$ cat src/rtl/rd_multi_read_sequencer_if.sv
// ---------------------------------------------------------------------------
// rd_multi_read_sequencer_if
// Purpose : Groups the command, mutex, flush, memory-read and completion
//           signals of the multi-read sequencer into one bundle.
// Modports:
//   master - command/decode side plus memory port model (drives commands,
//            mutex_busy, flush and read responses; observes the rest)
//   slave  - the sequencer itself
// Signals : cmd_valid/cmd_ready/cmd_count/cmd_size/cmd_linear/cmd_descending/
//           cmd_mutex_req, mutex_busy, flush, rd_req/rd_address/rd_length/
//           rd_ready/rd_data/rd_fault, done/fault/result/result_count/waiting
// ---------------------------------------------------------------------------
interface rd_multi_read_sequencer_if #(
    parameter int MAX_READS = 4,
    parameter int ADDR_W    = 32,
    parameter int MUTEX_W   = 11
) ();
    localparam int CNT_W = $clog2(MAX_READS + 1);

    logic                      cmd_valid;
    logic                      cmd_ready;
    logic [CNT_W-1:0]          cmd_count;
    logic [1:0]                cmd_size;
    logic [ADDR_W-1:0]         cmd_linear;
    logic                      cmd_descending;
    logic [MUTEX_W-1:0]        cmd_mutex_req;
    logic [MUTEX_W-1:0]        mutex_busy;
    logic                      flush;

    logic                      rd_req;
    logic [ADDR_W-1:0]         rd_address;
    logic [1:0]                rd_length;
    logic                      rd_ready;
    logic [63:0]               rd_data;
    logic                      rd_fault;

    logic                      done;
    logic                      fault;
    logic [64*MAX_READS-1:0]   result;
    logic [CNT_W-1:0]          result_count;
    logic                      waiting;

    modport master (
        output cmd_valid, cmd_count, cmd_size, cmd_linear, cmd_descending,
               cmd_mutex_req, mutex_busy, flush, rd_ready, rd_data, rd_fault,
        input  cmd_ready, rd_req, rd_address, rd_length, done, fault, result,
               result_count, waiting
    );

    modport slave (
        input  cmd_valid, cmd_count, cmd_size, cmd_linear, cmd_descending,
               cmd_mutex_req, mutex_busy, flush, rd_ready, rd_data, rd_fault,
        output cmd_ready, rd_req, rd_address, rd_length, done, fault, result,
               result_count, waiting
    );
endinterface

$ cat src/rtl/rd_multi_read_sequencer.sv
// ---------------------------------------------------------------------------
// rd_multi_read_sequencer
// Purpose : Accepts one read command describing up to MAX_READS consecutive
//           memory reads, waits for its mutex resources to clear, issues the
//           reads one at a time over a req/ready handshake and gathers the
//           returned data into a result buffer, then pulses done.
// Ports   :
//   clk    - clock
//   rst_n  - asynchronous active-low reset
//   bus    - rd_multi_read_sequencer_if.slave (command, mutex, flush,
//            memory read port and completion/result signals)
// ---------------------------------------------------------------------------
module rd_multi_read_sequencer #(
    parameter int MAX_READS = 4,
    parameter int ADDR_W    = 32,
    parameter int MUTEX_W   = 11
) (
    input  logic                         clk,
    input  logic                         rst_n,
    rd_multi_read_sequencer_if.slave     bus
);
    localparam int CNT_W = $clog2(MAX_READS + 1);

    typedef enum logic [1:0] {
        S_IDLE       = 2'd0,
        S_MUTEX_WAIT = 2'd1,
        S_ISSUE      = 2'd2,
        S_DONE       = 2'd3
    } state_t;

    state_t                    r_state;
    state_t                    w_next;

    logic [CNT_W-1:0]          r_count;
    logic [CNT_W-1:0]          r_idx;
    logic [CNT_W-1:0]          r_result_count;
    logic [1:0]                r_size;
    logic                      r_desc;
    logic [MUTEX_W-1:0]        r_mutex;
    logic [ADDR_W-1:0]         r_addr;
    logic [64*MAX_READS-1:0]   r_result;
    logic                      r_fault;

    logic                      w_accept;
    logic                      w_rd_hs;
    logic                      w_last;
    logic                      w_mutex_clear;
    logic [CNT_W-1:0]          w_clamped;
    logic [ADDR_W-1:0]         w_step;

    // Zero-extend returned data to the access size.
    function automatic logic [63:0] f_mask(input logic [63:0] d, input logic [1:0] sz);
        logic [63:0] m;
        case (sz)
            2'd0:    m = {56'd0, d[7:0]};
            2'd1:    m = {48'd0, d[15:0]};
            2'd2:    m = {32'd0, d[31:0]};
            default: m = d;
        endcase
        return m;
    endfunction

    // Flush outranks everything: a command offered in the same cycle is not
    // taken and a coinciding read completion is dropped.
    assign w_accept      = bus.cmd_valid && (r_state == S_IDLE) && !bus.flush;
    assign w_rd_hs       = (r_state == S_ISSUE) && bus.rd_ready && !bus.flush;
    assign w_last        = (r_idx == (r_count - CNT_W'(1)));
    assign w_mutex_clear = ((bus.mutex_busy & r_mutex) == '0);
    assign w_clamped     = (bus.cmd_count > CNT_W'(MAX_READS)) ? CNT_W'(MAX_READS)
                                                               : bus.cmd_count;
    assign w_step        = ADDR_W'(1) << r_size;

    always_ff @(posedge clk or negedge rst_n) begin
        if (!rst_n) begin
            r_state <= S_IDLE;
        end else begin
            r_state <= w_next;
        end
    end

    always_comb begin
        w_next = r_state;
        if (bus.flush) begin
            w_next = S_IDLE;
        end else begin
            case (r_state)
                S_IDLE: begin
                    if (w_accept) begin
                        w_next = (w_clamped == '0) ? S_DONE : S_MUTEX_WAIT;
                    end
                end
                S_MUTEX_WAIT: begin
                    if (w_mutex_clear) begin
                        w_next = S_ISSUE;
                    end
                end
                S_ISSUE: begin
                    if (w_rd_hs && (bus.rd_fault || w_last)) begin
                        w_next = S_DONE;
                    end
                end
                default: begin
                    w_next = S_IDLE;
                end
            endcase
        end
    end

    always_ff @(posedge clk or negedge rst_n) begin
        if (!rst_n) begin
            r_count        <= '0;
            r_idx          <= '0;
            r_result_count <= '0;
            r_size         <= '0;
            r_desc         <= 1'b0;
            r_mutex        <= '0;
            r_addr         <= '0;
            r_result       <= '0;
            r_fault        <= 1'b0;
        end else begin
            if (w_accept) begin
                r_count        <= w_clamped;
                r_idx          <= '0;
                r_result_count <= '0;
                r_size         <= bus.cmd_size;
                r_desc         <= bus.cmd_descending;
                r_mutex        <= bus.cmd_mutex_req;
                r_addr         <= bus.cmd_linear;
                r_result       <= '0;
                r_fault        <= 1'b0;
            end
            if (w_rd_hs) begin
                if (bus.rd_fault) begin
                    r_fault <= 1'b1;
                end else begin
                    for (int i = 0; i < MAX_READS; i++) begin
                        if (r_idx == CNT_W'(i)) begin
                            r_result[64*i +: 64] <= f_mask(bus.rd_data, r_size);
                        end
                    end
                    r_result_count <= r_result_count + CNT_W'(1);
                    // Address arithmetic wraps modulo 2^ADDR_W by design.
                    r_addr <= r_desc ? (r_addr - w_step) : (r_addr + w_step);
                    if (!w_last) begin
                        r_idx <= r_idx + CNT_W'(1);
                    end
                end
            end
        end
    end

    assign bus.cmd_ready    = (r_state == S_IDLE);
    assign bus.rd_req       = (r_state == S_ISSUE);
    assign bus.rd_address   = r_addr;
    assign bus.rd_length    = r_size;
    assign bus.done         = (r_state == S_DONE);
    assign bus.fault        = r_fault;
    assign bus.result       = r_result;
    assign bus.result_count = r_result_count;
    assign bus.waiting      = (r_state == S_MUTEX_WAIT) || (r_state == S_ISSUE);

endmodule

$ cat src/flat_wrapper.sv
// flat-port wrapper written by rule: the top's interface ports become plain ports
module rd_multi_read_sequencer_flat 
#(
    parameter int MAX_READS = 4,
    parameter int ADDR_W    = 32,
    parameter int MUTEX_W   = 11
)
  (clk, rst_n, bus_cmd_valid, bus_cmd_count, bus_cmd_size, bus_cmd_linear, bus_cmd_descending, bus_cmd_mutex_req, bus_mutex_busy, bus_flush, bus_rd_ready, bus_rd_data, bus_rd_fault, bus_cmd_ready, bus_rd_req, bus_rd_address, bus_rd_length, bus_done, bus_fault, bus_result, bus_result_count, bus_waiting);
  rd_multi_read_sequencer_if #(.MAX_READS(MAX_READS), .ADDR_W(ADDR_W), .MUTEX_W(MUTEX_W)) bus_i ();
  input  logic clk;
  input  logic rst_n;
  input wire logic [$bits(bus_i.cmd_valid)-1:0] bus_cmd_valid;
  input wire logic [$bits(bus_i.cmd_count)-1:0] bus_cmd_count;
  input wire logic [$bits(bus_i.cmd_size)-1:0] bus_cmd_size;
  input wire logic [$bits(bus_i.cmd_linear)-1:0] bus_cmd_linear;
  input wire logic [$bits(bus_i.cmd_descending)-1:0] bus_cmd_descending;
  input wire logic [$bits(bus_i.cmd_mutex_req)-1:0] bus_cmd_mutex_req;
  input wire logic [$bits(bus_i.mutex_busy)-1:0] bus_mutex_busy;
  input wire logic [$bits(bus_i.flush)-1:0] bus_flush;
  input wire logic [$bits(bus_i.rd_ready)-1:0] bus_rd_ready;
  input wire logic [$bits(bus_i.rd_data)-1:0] bus_rd_data;
  input wire logic [$bits(bus_i.rd_fault)-1:0] bus_rd_fault;
  output wire logic [$bits(bus_i.cmd_ready)-1:0] bus_cmd_ready;
  output wire logic [$bits(bus_i.rd_req)-1:0] bus_rd_req;
  output wire logic [$bits(bus_i.rd_address)-1:0] bus_rd_address;
  output wire logic [$bits(bus_i.rd_length)-1:0] bus_rd_length;
  output wire logic [$bits(bus_i.done)-1:0] bus_done;
  output wire logic [$bits(bus_i.fault)-1:0] bus_fault;
  output wire logic [$bits(bus_i.result)-1:0] bus_result;
  output wire logic [$bits(bus_i.result_count)-1:0] bus_result_count;
  output wire logic [$bits(bus_i.waiting)-1:0] bus_waiting;
  assign bus_i.cmd_valid = bus_cmd_valid;
  assign bus_i.cmd_count = bus_cmd_count;
  assign bus_i.cmd_size = bus_cmd_size;
  assign bus_i.cmd_linear = bus_cmd_linear;
  assign bus_i.cmd_descending = bus_cmd_descending;
  assign bus_i.cmd_mutex_req = bus_cmd_mutex_req;
  assign bus_i.mutex_busy = bus_mutex_busy;
  assign bus_i.flush = bus_flush;
  assign bus_i.rd_ready = bus_rd_ready;
  assign bus_i.rd_data = bus_rd_data;
  assign bus_i.rd_fault = bus_rd_fault;
  assign bus_cmd_ready = bus_i.cmd_ready;
  assign bus_rd_req = bus_i.rd_req;
  assign bus_rd_address = bus_i.rd_address;
  assign bus_rd_length = bus_i.rd_length;
  assign bus_done = bus_i.done;
  assign bus_fault = bus_i.fault;
  assign bus_result = bus_i.result;
  assign bus_result_count = bus_i.result_count;
  assign bus_waiting = bus_i.waiting;
  rd_multi_read_sequencer #(.MAX_READS(MAX_READS), .ADDR_W(ADDR_W), .MUTEX_W(MUTEX_W)) u_core (.clk(clk), .rst_n(rst_n), .bus(bus_i));
endmodule
$ cat config.mk
export PLATFORM = sky130hd
export DESIGN_NAME = rd_multi_read_sequencer_flat
export DESIGN_NICKNAME = d
export VERILOG_FILES = /design/src/rtl/rd_multi_read_sequencer_if.sv /design/src/rtl/rd_multi_read_sequencer.sv /design/src/flat_wrapper.sv
export SDC_FILE = /design/constraint.sdc
export NUM_CORES = 1
export LEC_CHECK = 0
export BUFFER_PORTS_ARGS = -buffer_cell sky130_fd_sc_hd__buf_2
export CAP_MARGIN = 20
export CORE_ASPECT_RATIO = 0.5
export CORE_MARGIN = 1.5
export CORE_UTILIZATION = 52
export DETAILED_ROUTE_END_ITERATION = 10
export MAX_ROUTING_LAYER = met4
export PLACE_DENSITY_LB_ADDON = 0.05
export REMOVE_ABC_BUFFERS = 1
export SYNTH_ARGS = -nofsm -noshare
export SYNTH_HDL_FRONTEND = slang
export SYNTH_SLANG_ARGS = --single-unit
$ cat constraint.sdc
create_clock -name clk -period 4.5 [get_ports clk]
set_clock_uncertainty 0.2 [all_clocks]
set_input_delay 0.225 -clock clk [delete_from_list [all_inputs] [get_ports clk]]
set_output_delay 0.225 -clock clk [all_outputs]
set_load 0.005 [all_outputs]
# --- Yosys cells after proc, flatten, opt, wreduce, memory -nomap -nowiden ---
# Index checks and enable logic that the tools add are counted.
totals:
  regBits: 314
  word_cells: 73
  inputBits: 130
  out_inout_bits: 298
op_classes:
  add_sub_neg: 5
  bitwise: 1
  order_cmp: 1
  shifts: 1
  reduce_logical: 14
  muxes: 29
  eq_ne: 12
op_table:
  columns: ["op", "n"]
  rows:
  - ["256-bit two-way mux", 3]
  - ["64-bit two-way mux", 4]
  - ["64-bit one-hot mux with 3 select lines", 1]
  - ["32-bit two-way mux", 4]
  - ["32-bit adder", 1]
  - ["1-bit by 2-bit << shifter with 32-bit output, first input constant", 1]
  - ["32-bit subtractor", 1]
  - ["3-bit two-way mux", 8]
  - ["11-bit bitwise AND", 1]
  - ["11-bit zero test", 1]
  - ["2-bit two-way mux", 5]
  - ["3-bit by 2-bit inequality test with 1-bit output, second input constant", 3]
  - ["3-bit by 1-bit adder with 3-bit output, second input constant", 2]
  - ["2-bit == test, second input constant", 3]
  - ["3-bit by 2-bit == test with 1-bit output, second input constant", 2]
  - ["3-bit zero test", 2]
  - ["2-bit one-hot mux with 3 select lines", 1]
  - ["1-bit logical AND", 5]
  - ["2-bit by 1-bit == test with 1-bit output, second input constant", 2]
  - ["2-bit zero test", 2]
  - ["3-bit by 1-bit == test with 1-bit output, second input constant", 1]
  - ["3-bit == test", 1]
  - ["3-bit > comparator, second input constant", 1]
  - ["1-bit two-way mux", 3]
  - ["4 further kinds", 5]

# --- Logic depth before layout (Yosys ltp) ---
# Gate-level depths: netlist (run 1).
depth:
  word_depth: 7
  ltp_mapped: 13
  mapped_depth_nobuf: 11

# --- Worst setup path before layout (run 1) ---
# No wires, ideal clock.
synth_timing:
  path_type: "register to register"
  start: "register u_core.r_size[0] (netlist: u_core.bus.rd_length[0])"
  end: "register u_core.r_addr[28] (netlist: u_core.bus.rd_address[28])"
  t_required_ns: 4.164
  path_buffers: 2
  period_less_slack_ns: 3.267
  arrival_ns: 2.931
  path_slack_ns: 1.233
  stages_incl_launch_ff: 14
  path_cell_list: "dfrtp_1 > and2_1 > clkbuf_1 > clkbuf_1 > nor2_1 > ha_1 > and3_1 > a221oi_4 > o21a_2 > a31o_2 > o21ai_2 > a221oi_2 > xor2_1 > o21ai_0"
synth_between:
  elab_chain_len: 5
  elab_cells_between_ends: 6
synth_rtl:
  columns: ["element", "line", "rtl"]
  rows:
  - ["start, declared", "rd_multi_read_sequencer.sv:37", "logic [1:0] r_size;"]
  - ["start signal, assigned", "rd_multi_read_sequencer.sv:125", "r_size <= bus.cmd_size;"]
  - ["1-bit by 2-bit << shifter with 32-bit output *", "rd_multi_read_sequencer.sv:71", "assign w_step = ADDR_W'(1) << r_size;"]
  - ["32-bit adder / 32-bit subtractor (equally long branches)", "rd_multi_read_sequencer.sv:143", "r_addr <= r_desc ? (r_addr - w_step) : (r_addr + w_step);"]
  - ["32-bit two-way mux *", "rd_multi_read_sequencer.sv:143", null]
  - ["32-bit two-way mux *", "rd_multi_read_sequencer.sv:133", "if (bus.rd_fault) begin"]
  - ["32-bit two-way mux *", "rd_multi_read_sequencer.sv:132", "if (w_rd_hs) begin"]
  - ["end signal, assigned", "rd_multi_read_sequencer.sv:128", "r_addr <= bus.cmd_linear;"]
  - ["end signal, assigned", "rd_multi_read_sequencer.sv:143", null]
  - ["end, declared", "rd_multi_read_sequencer.sv:40", "logic [ADDR_W-1:0] r_addr;"]
# Mark *: on every way between the ends. The rest lies on a longest branch, timed or not.
# A chain may end at the register's enable or synchronous reset.

# --- Worst setup path in the final report (run 1) ---
layout_timing:
  start: "register u_core.r_state[0]"
  end: "register u_core.r_result[102] (netlist: u_core.bus.result[102])"
layout_between:
  elab_chain_len: 7
  elab_cells_between_ends: 10
layout_rtl:
  columns: ["element", "line", "rtl"]
  rows:
  - ["start, declared", "rd_multi_read_sequencer.sv:31", "state_t r_state;"]
  - ["start signal, assigned", "rd_multi_read_sequencer.sv:77", "r_state <= w_next;"]
  - ["2-bit zero test", "rd_multi_read_sequencer.sv:65", "assign w_accept = bus.cmd_valid && (r_state == S_IDLE) && !bus.flush;"]
  - ["1-bit logical AND (2 in series)", "rd_multi_read_sequencer.sv:65", null]
  - ["256-bit two-way mux", "rd_multi_read_sequencer.sv:121", "if (w_accept) begin"]
  - ["64-bit two-way mux", "rd_multi_read_sequencer.sv:137", "if (r_idx == CNT_W'(i)) begin"]
  - ["256-bit two-way mux", "rd_multi_read_sequencer.sv:133", null]
  - ["256-bit two-way mux *", "rd_multi_read_sequencer.sv:132", null]
  - ["end signal, assigned by index", "rd_multi_read_sequencer.sv:138", "r_result[64*i +: 64] <= f_mask(bus.rd_data, r_size);"]
  - ["end, declared", "rd_multi_read_sequencer.sv:41", "logic [64*MAX_READS-1:0] r_result;"]
# Marked as above.

==> results of run 1 <==
==> layout by cell type, fill, tap and decap left out, types with 7 or more instances in the layout <==
cell,count
nand4_1,7
a31oi_1,25
nand3_1,237
inv_1,14
a21o_1,11
xnor2_1,22
clkbuf_16,29
a21oi_1,36
ha_1,41
nor3_1,9
dfrtp_1,314
and3_1,12
o21bai_1,8
buf_2,426
mux2i_1,8
clkbuf_1,7
o21ai_0,278
buf_4,12
nor2_1,35
xor2_1,10
nand2_1,251
dlygate4sd3_1,118
==> routing by layer <==
| metal | GRT usage | up-vias |
|---|---|---|
| met2 | 0.521 | 530 |
| met4 | 0.118 | 0 |
| li1 | - | 6251 |
| met5 | - | - |
| met3 | 0.0552 | 133 |
| met1 | 0.399 | 6445 |
==> sequential cells by signal (all words and copies together), names as in the netlist <==
register and count:
u_core.r_idx 3, u_core.bus.rd_address 32, u_core.bus.fault 1, u_core.r_count 3
u_core.bus.rd_length 2, u_core.bus.result 256, u_core.r_desc 1, u_core.bus.result_count 3
u_core.r_mutex 11, u_core.r_state 2
==> stage by stage <==
step	hold slack, ps	util
after floorplan	-271	-
after global placement	214	0.620
after detailed placement	220	0.620
after CTS	51.9	0.700
after global routing	98.7	0.702
final	80.2	0.702
==> cell type report <==
| cell class | count | area (um^2) | area share |
|---|---|---|---|
| Tap cell | 352 | 440 | 0.0236 |
| Sequential cell | 314 | 7860 | 0.421 |
| Multi-Input combinational cell | 1065 | 5820 | 0.312 |
| Inverter | 14 | 52.6 | 0.00282 |
| Clock inverter | 8 | 130 | 0.00697 |
| Timing Repair Buffer | 563 | 3550 | 0.190 |
| Clock buffer | 40 | 807 | 0.0433 |
==> power groups by stage <==
stage | clock (mW) | sequential (mW) | combinational [mW]
after global placement | 0 | 3.35 | 3.44
after detailed placement | 0 | 3.37 | 3.51
after CTS | 2.54 | 3.32 | 3.64
after floorplan | 0 | 3.38 | 2.39
final | 2.51 | 3.33 | 3.69
after global routing | 2.66 | 3.36 | 4.06
==> worst max path at each step <==
stage | to | slack (ps) | cells past startpoint | startpoint
2_1_floorplan | u_core.bus.result[200] | -240 | 7 | u_core.r_state[0]
3_3_place_gp | u_core.bus.result[75] | 1290 | 10 | u_core.r_state[0]
3_5_place_dp | u_core.bus.result[86] | 1150 | 10 | u_core.r_state[0]
4_1_cts | u_core.bus.result[115] | 1150 | 10 | u_core.r_state[0]
5_1_grt | u_core.bus.result[102] | 940 | 10 | u_core.r_state[0]
6_report | u_core.bus.result[102] | 1160 | 10 | u_core.r_state[0]
==> worst reg2reg max path, cell delays in order, from the launching register on <==
cell and delay [ps]:
dfrtp_1 410, inv_1 90, ha_1 230, nand2_1 120
or3_2 410, buf_4 300, nor2_1 490, nand2_4 70
buf_4 420, nand3_1 320, o21ai_0 120
==> logic make-up after synthesis <==
kind of cell,Yosys count,share of synthesized area
simple gates,584,0.186
buf+inv,133,0.0354
compound gates,399,0.159
fa+ha+maj,42,0.0377
xor+xnor,32,0.0198
flops,314,0.556
mux,8,0.00567
==> metrics.md, run 1 <==
| Metric | Value |
|---|---|
| Outcome | complete, no violations |
| Min Tclk post-route | 3340 ps |
| Worst R2R Start | u_core.r_state[0] |
| Slowest stage cell, crit path | nor2_1 |
| Synth top area share | 0.556 |
| Met3 WL | 2560 um |
| Clk_lat worst skew | 560 ps |
| Die Area | 0.0282 mm^2 |
| Crit. End Element | register |
| Uppermost layer routed | met4 |
| Share of cells above drive strength 1 | 0.251 |
| Hold path endpoint | u_core.r_state[0] |
| Post-Syn Area | 0.0141 mm^2 |
| Critical path's top delay family | simple AND/OR/NAND/NOR gates |
| Post-Synthesis Cells | 1512 |
| Mean post-synth cell area | 9.34 um^2 |
| Most frequent CP cell | buf_4 |
| CP Buf/Inv Count | 3 |
| Cells on worst reg2reg path | 10 |
| Slew Limit Fails | 0 |
| CP cell instances | inv_1 > ha_1 > nand2_1 > or3_2 > buf_4 > nor2_1 > nand2_4 > buf_4 > nand3_1 > o21ai_0 |
| R2R Setup Slk | 1160 ps |
| Dpl hpwl | 28800 um |
| Final instance area | 0.0187 mm^2 |
| Clk sink count | 314 |
| H-tree Lvls | 1 |
| 1st-iter DRT viols | 1231 |
| Crit path DAT | 3540 ps |
| WP data required | 4700 ps |
| Pleak | 9.56 nW |
| Die height | 120 um |
| GRT Overall Usage | 0.317 |
| Final worst slack | 1160 ps |
| Num CTS Buffers | 29 |
| Post-CTS sizing | 0 |
| Antenna cells | 0 |
| Area leader, netlist | dfrtp_1 |
| Hold Path Class | input pin to register |
| Routability cong. | 1.02 |
| Fin cells | 2356 |
| Post-synth ARST share | 1.00 |
| #FFs+latches synth | 314 |
| R2R Path End | u_core.bus.result[102] |
| Grt total ovfl | 0 |
| Library cells used by synthesis | 53 |
| CTS clk-pin slew, worst paths | 70 ps |
| # fillers | 2055 |
| Max Cap Viol | 0 |
| Clock network power share | 0.263 |
| Setup-failing EPs final | 0 |
| Wl on met1 | 18400 um |
| Starting Density | 0.531 |
| Io pins | 428 |
| Placed Cells incl. Taps | 2188 |
| Routed wire length | 44200 um |
| Combinational group share of total power | 0.387 |
| Hold path start | bus_rd_ready |
| Total number of vias | 13400 |
| First-pass GRT wire length | 69600 um |
| Worst slack at placement | 1150 ps |
| Met2 Wirelength | 21300 um |
| Top-count cell post-synth | dfrtp_1 |
| Post-CTS setup buffers | 0 |
| IO Port Bufs | 427 |
| Setup TNS | 0 ps |
| Routed Antenna Nets | 0 |
| Worst VDD drop | 0.405 mV |
| Internal power | 5.98 mW |
| Layout area overhead | 32.1% |
| Initial antenna violation count | 0 |
| 1st-pass router iterations | 8 |
| Worst hold path cell count | 5 |
| Pin count of the biggest net entering global routing | 145 |
| Clock Path Buffers | 3 |
| Slowest stage delay, CP | 490 ps |
| Critical path type | register to register |
| Core Box Area | 0.0266 mm^2 |
| Clock Tree Root | clkbuf_16 |
| Die Wd | 236 um |
| Drt via density | 5.67 |
| Commonest cells post-synth | dfrtp_1, o21ai_0, nand2_1 |
| Sequential Power Share | 0.349 |
| RSZ-0062 raised after global routing | no |
| Synth Flop Type | dfrtp_1 |
| Yosys Warn Count | 0 |
| Post-synth EDFFs | 0 |
| Seq/Total Area, Yosys | 0.556 |
| Final hold vios | 0 |
| Layout net count | 2159 |
| Number of global-route vias before repair | 12800 |
| Hold_buf cts | 118 |
| Switch share | 0.372 |
| CTS tree | done |
| Worst-path fanout max | 112 |
| Wirelength per Cell | 18.8 um |
| Worst-Margin Slew | 1130 ps |
| Setup crit start kind | register |
| Tcrit/Tclk final | 0.743 |
| Site Rows | 42 |
| Final total power | 9.52 mW |
| # DRC | 0 |
| PwrDens | 510 mW/mm^2 |
| Synth area leaders | dfrtp_1, o21ai_0, nand3_1 |
| Post-DP Area | 0.0165 mm^2 |
| Worst slew margin relative to its limit | 0.249 |
| FMAX | 0.299 GHz |
| Psw | 3.55 mW |
No activity file was read; power rests on OpenSTA's default activity.
==> inputs of run 2 (changes only) <==
==> constraint.sdc (replaced) <==
create_clock -name clk -period 3.4 [get_ports clk]
set_clock_uncertainty 0.2 [all_clocks]
set_input_delay 0.17 -clock clk [delete_from_list [all_inputs] [get_ports clk]]
set_output_delay 0.17 -clock clk [all_outputs]
set_load 0.005 [all_outputs]
==> metrics.md, run 2 (synthesis results as in run 1) <==
| Metric | Value |
|---|---|
| Worst slack at placement | 167 ps (-986 ps) |
| Share of cells above drive strength 1 | 0.251 (about the same) |
| Slowest stage cell, crit path | dfrtp_1 |
| CP cell instances | and2_2 > o21bai_1 > ha_1 > a21o_1 > a221oi_4 > o21a_2 > o31ai_4 > a41o_1 > a31oi_1 > xor2_1 > o21ai_0 |
| Commonest non-fill, non-tap cells in the layout | buf_2, dfrtp_1, o21ai_0 |
| Pleak | 9.61 nW (+0.51%) |
| # fillers | 2069 (+0.68%) |
| Wirelength per Cell | 18.8 um (+0.39%) |
| Worst slew margin relative to its limit | 0.539 (+0.290) |
| # DRC | 0 (unchanged) |
| Total number of vias | 13400 (+0.52%) |
| Routed wire length | 44700 um (+1.2%) |
| Worst-path fanout max | 7 (-94%) |
| Site Rows | 42 (unchanged) |
| Dpl hpwl | 29500 um (+2.4%) |
| Die height | 120 um (unchanged) |
| First-pass GRT wire length | 70200 um (+0.95%) |
| Core Box Area | 0.0266 mm^2 (unchanged) |
| Routed Antenna Nets | 0 (unchanged) |
| Tcrit/Tclk final | 0.958 (+0.215) |
| Commonest non-fill, non-tap cell in the layout | buf_2 |
| PwrDens | 671 mW/mm^2 (+31%) |
| Layout area overhead | 33.5% |
| Clock Path Buffers | 3 (unchanged) |
| Final total power | 12.7 mW (+33%) |
| Hold Path Class | input pin to asynchronous set/reset pin |
| Drt via density | 5.65 (-0.29%) |
| Slowest stage delay, CP | 440 ps (-50 ps) |
| RSZ-0062 raised after global routing | no |
| Clk_lat worst skew | 570 ps (about the same) |
| GRT Overall Usage | 0.321 (+0.00381) |
| Crit. End Element | register |
| R2R Setup Slk | 140 ps (-1010 ps) |
| WP data required | 3630 ps (-1070 ps) |
| Pin count of the biggest net entering global routing | 113 (-22%) |
| Num CTS Buffers | 28 (-3.4%) |
| Multi-input logic area | 0.00583 mm^2 (+0.17%) |
| Failing checks | hold timing |
| Final instance area | 0.0189 mm^2 (+1.1%) |
| Routability cong. | 0.931 (-8.3%) |
| Starting Density | 0.531 (unchanged) |
| Final worst slack | 143 ps (-1010 ps) |
| Post-DP Area | 0.0166 mm^2 (+0.68%) |
| Layout net count | 2173 (+0.65%) |
| CTS tree | done |
| Grt total ovfl | 0 (unchanged) |
| Number of global-route vias before repair | 13000 (+1.3%) |
| Max Cap Viol | 0 (unchanged) |
| Die Wd | 236 um (unchanged) |
| IO Port Bufs | 427 (unchanged) |
| Max reg flops | 256 (unchanged) |
| Worst VDD drop | 0.627 mV (+55%) |
| Register Area | 0.00786 mm^2 (unchanged) |
| Clk sink count | 314 (unchanged) |
| 1st-iter DRT viols | 978 (-21%) |
| 1st-pass router iterations | 5 (-3) |
| Outcome | complete, but fails checks |
| Initial antenna violation count | 1 (+1) |
| Crit path DAT | 3490 ps (-50 ps) |
| Die Area | 0.0282 mm^2 (unchanged) |
| Min Tclk post-route | 3260 ps (-87.4 ps) |
| FMAX | 0.307 GHz (+2.7%) |
| Setup crit start kind | register |
| H-tree Lvls | 1 (unchanged) |
| Final hold vios | 3 (+3) |
| Io pins | 428 (unchanged) |
| Setup-failing EPs final | 0 (unchanged) |
| CTS clk-pin slew, worst paths | 70 ps (about the same) |
| Worst-Margin Slew | 691 ps (-435 ps) |
| Post-CTS setup buffers | 0 (unchanged) |
| Slew Limit Fails | 0 (unchanged) |
| Critical path type | register to register |
| Fin Hold WS | -4.62 ps (-84.8 ps) |
| Clock Tree Root | clkbuf_16 |
==> run 2: cell types whose count changed in the layout (fill, tap and decap cells not counted), moves of 2 or more <==
cell           delta
dlygate4sd3_1    +12
buf_12            +6
buf_16            -2
clkbuf_1          +3
buf_4             -2
diode_2           +2
==> run 2: stage by stage <==
step	instances	TNS (ps)	utilization
after floorplan	1393	-225570	-
final	2375	0	0.709
after global placement	2193	0	0.624
after global routing	2374	0	0.709
after CTS	2373	0	0.709
after detailed placement	2193	0	0.624
==> run 2: layout make-up <==
class | instances | area share
Multi-Input combinational cell | 1065 | 0.309
Inverter | 14 | 0.00279
Timing Repair Buffer | 578 | 0.198
Sequential cell | 314 | 0.417
Tap cell | 352 | 0.0234
Antenna cell | 2 | 0.000265
Clock buffer | 43 | 0.0428
Clock inverter | 7 | 0.00717
==> run 2: metal layers <==
metal / part of all wire / up-vias / track usage
li1: - / 6271 / -
met1: 0.41 / 6522 / 0.409
met2: 0.48 / 512 / 0.526
met3: 0.056 / 123 / 0.0391
met4: 0.047 / 0 / 0.136
met5: 0 / - / -
==> run 2: timing repair <==
item,in CTS,in global routing
endpoints found under the hold margin,554,0
resized for setup,0,3
hold buffers,130,0
setup endpoints to repair,0,2
==> run 2: final timing paths <==
path / startpoint / end / depth (start not counted)
worst max-delay path: u_core.bus.rd_length[0] / u_core.bus.rd_address[22] / 11
worst min-delay path: rst_n / u_core.bus.result[166] / 2
worst max register to register: u_core.bus.rd_length[0] / u_core.bus.rd_address[22] / 11
worst min register to register: u_core.r_mutex[3] / u_core.r_mutex[3] / 2
max in group asynchronous: rst_n / u_core.bus.rd_address[18] / 3
min in group clk: bus_cmd_valid / u_core.r_state[0] / 5
==> run 2: power by group <==
group	total [mW]	switching (mW)	internal, mW
Clock	3.28	1.42	1.87
Combinational	4.96	2.97	1.99
Sequential	4.41	0.314	4.09
Total	12.7	4.70	7.95
==> run 2: worst max-delay path: cells and delay by family (launching register included) <==
| family | cells | cell delay, ps |
|---|---|---|
| flops | 1 | 440 |
| fa+ha+maj | 1 | 360 |
| simple gates | 1 | 240 |
| compound gates | 8 | 1660 |
| xor+xnor | 1 | 210 |
==> inputs of run 3 (changes only) <==
--- a/config.mk
+++ b/config.mk
@@ -9,7 +9,7 @@
 export CAP_MARGIN = 20
 export CORE_ASPECT_RATIO = 0.5
 export CORE_MARGIN = 1.5
-export CORE_UTILIZATION = 52
+export CORE_UTILIZATION = 40
 export DETAILED_ROUTE_END_ITERATION = 10
 export MAX_ROUTING_LAYER = met4
 export PLACE_DENSITY_LB_ADDON = 0.05
==> constraint.sdc (replaced) <==
create_clock -name clk -period 3.8 [get_ports clk]
set_clock_uncertainty 0.2 [all_clocks]
set_input_delay 0.19 -clock clk [delete_from_list [all_inputs] [get_ports clk]]
set_output_delay 0.19 -clock clk [all_outputs]
set_load 0.005 [all_outputs]
==> metrics.md, run 3 (synthesis results as in run 1) <==
| Metric | Value |
|---|---|
| Outcome | complete, no violations |
| GRT Overall Usage | 0.253 (-0.0683) |
| Tcrit/Tclk final | 0.843 (-0.115) |
| Worst VDD drop | 0.404 mV (-36%) |
| Hold path endpoint | u_core.r_state[0] |
| Die Wd | 269 um (+14%) |
| Num CTS Buffers | 30 (+7.1%) |
| Worst R2R Start | u_core.bus.rd_length[1] |
| Routability cong. | 0.897 (-3.7%) |
| First-pass GRT wire length | 71100 um (+1.3%) |
| Grt total ovfl | 0 (unchanged) |
| Clk sink count | 314 (unchanged) |
| Setup crit start kind | register |
| Worst hold path cell count | 5 |
| Layout area overhead | 34.9% |
| Clk_lat worst skew | 580 ps (about the same) |
| Critical Path Source | u_core.bus.rd_length[1] |
| Pin count of the biggest net entering global routing | 113 (unchanged) |
| Cells on worst reg2reg path | 11 (unchanged) |
| # fillers | 3225 (+56%) |
| Dpl hpwl | 29800 um (+1.1%) |
| CP cell instances | nor3_1 > inv_1 > fa_1 > a21o_1 > a221oi_4 > o21a_2 > o31ai_4 > a41o_1 > a31oi_1 > xor2_1 > o21ai_0 |
| RSZ-0062 raised after global routing | no |
| Site Rows | 48 (+14%) |
| Slowest stage cell, crit path | dfrtp_1 |
| IO Port Bufs | 427 (unchanged) |
| WP data required | 4040 ps (+410 ps) |
| Clock Tree Root | clkbuf_16 |
| Hold Path Class | input pin to register |
| Routed Antenna Nets | 0 (unchanged) |
| Final instance area | 0.0191 mm^2 (+1.1%) |
| Slowest stage delay, CP | 440 ps (about the same) |
| PwrDens | 608 mW/mm^2 (-9.4%) |
| FMAX | 0.312 GHz (+1.7%) |
| Pleak | 9.67 nW (+0.68%) |
| Worst slew margin relative to its limit | 0.377 (-0.162) |
| Min Tclk post-route | 3200 ps (-55.2 ps) |
| Hold path start | bus_cmd_valid |
| Share of cells above drive strength 1 | 0.257 (+0.00521) |
| Max Cap Viol | 0 (unchanged) |
| Clock Path Buffers | 3 (unchanged) |
| Antenna cells | 0 (-2) |
| # DRC | 0 (unchanged) |
| Starting Density | 0.408 (-0.124) |
| Slew Limit Fails | 0 (unchanged) |
| Max reg flops | 256 (unchanged) |
| Crit path DAT | 3440 ps (-50 ps) |
| Crit. End Element | register |
| CTS clk-pin slew, worst paths | 70 ps (about the same) |
| R2R Setup Slk | 600 ps (+460 ps) |
| Initial antenna violation count | 0 (-1) |
| Layout net count | 2164 (-0.41%) |
| H-tree Lvls | 1 (unchanged) |
| Total number of vias | 13000 (-2.9%) |
| Routed wire length | 45300 um (+1.2%) |
| Die Area | 0.0365 mm^2 (+29%) |
| Commonest non-fill, non-tap cell in the layout | buf_2 |
| Post-Route Utilization | 0.550 (-0.159) |
| Worst-path fanout max | 7 (unchanged) |
| Drt via density | 5.24 (-7.4%) |
| Critical path type | register to register |
| Core Box Area | 0.0347 mm^2 (+30%) |
| Io pins | 428 (unchanged) |
| CP Buf/Inv Count | 1 (+1) |
| Commonest non-fill, non-tap cells in the layout | buf_2, dfrtp_1, o21ai_0 |
| CTS tree | done |
| Worst-Margin Slew | 935 ps (+243 ps) |
| Final hold vios | 0 (-3) |
| 1st-iter DRT viols | 833 (-15%) |
| Setup-failing EPs final | 0 (unchanged) |
| R2R Path End | u_core.bus.rd_address[22] |
| Critical path's top delay family | compound AO/OA/AOI/OAI gates |
| Fin Hold WS | 48.2 ps (+52.9 ps) |
| Number of global-route vias before repair | 13200 (+1.6%) |
| 1st-pass router iterations | 5 (unchanged) |
| Die height | 136 um (+14%) |
| Post-DP Area | 0.0167 mm^2 (+0.69%) |
| Wirelength per Cell | 18.2 um (-3.5%) |
| Post-CTS setup buffers | 0 (unchanged) |
-- run 3: changes by cell type in the layout (fill, tap and decap cells not counted), sizes merged --
cell         before  now
clkbuf           43   45
dlygate4sd3     130  119
diode             2    0
bufinv            3    4
clkinvlp          0    2
-- run 3: where the power goes --
| part | internal [mW] | total, mW | switching (mW) |
|---|---|---|---|
| Combinational | 1.74 | 4.33 | 2.60 |
| Clock | 1.94 | 3.31 | 1.37 |
| Sequential | 3.66 | 3.94 | 0.276 |
-- run 3: what timing repair did --
| action | 4_1_cts | 5_1_grt |
|---|---|---|
| resized for setup | 0 | 0 |
| hold buffers | 120 | 0 |
| endpoints found under the hold margin | 622 | 0 |
-- run 3: how the worst max path moves through the flow --
stage,endpoint,slack (ps),cells after the start
after floorplan,u_core.bus.result[200],-940,7
after CTS,u_core.bus.rd_address[30],640,11
after detailed placement,u_core.bus.rd_address[28],650,11
final,u_core.bus.rd_address[22],600,11
after global routing,u_core.bus.rd_address[30],370,11
after global placement,u_core.bus.rd_address[28],680,11
-- run 3: layout make-up --
type / instances / area, um^2 / share of cell area
inverter: 14 / 52.6 / 0.00276
multi-input combinational: 1065 / 5820 / 0.305
tap: 475 / 594 / 0.0312
clock buffer: 45 / 917 / 0.0481
timing repair buffer: 567 / 3640 / 0.191
clock inverter: 10 / 184 / 0.00965
sequential: 314 / 7860 / 0.412
-- run 3: metrics by stage --
| stage | setup TNS [ps] | instances | setup slack [ps] | power [mW] |
|---|---|---|---|---|
| after global placement | 0 | 2314 | 676 | 8.13 |
| after CTS | 0 | 2489 | 636 | 11.7 |
| after floorplan | -104840 | 1393 | -939 | 6.83 |
| after detailed placement | 0 | 2314 | 650 | 8.19 |
| final | 0 | 2490 | 598 | 11.6 |
| after global routing | 0 | 2490 | 368 | 12.3 |
-- run 3: layer usage --
| metal | vias to the layer above | share of wire | global-route usage |
|---|---|---|---|
| li1 | 6242 | - | - |
| met1 | 6350 | 0.41 | 0.303 |
| met2 | 328 | 0.50 | 0.433 |
| met3 | 116 | 0.040 | 0.0335 |
| met4 | 0 | 0.046 | 0.105 |
| met5 | - | 0 | - |
-- run 3: worst min-delay path: stages --
cell     delay (ps)
buf_2           110
nor2b_1         110
a221o_1         180
or3_1           130
a21oi_1          70
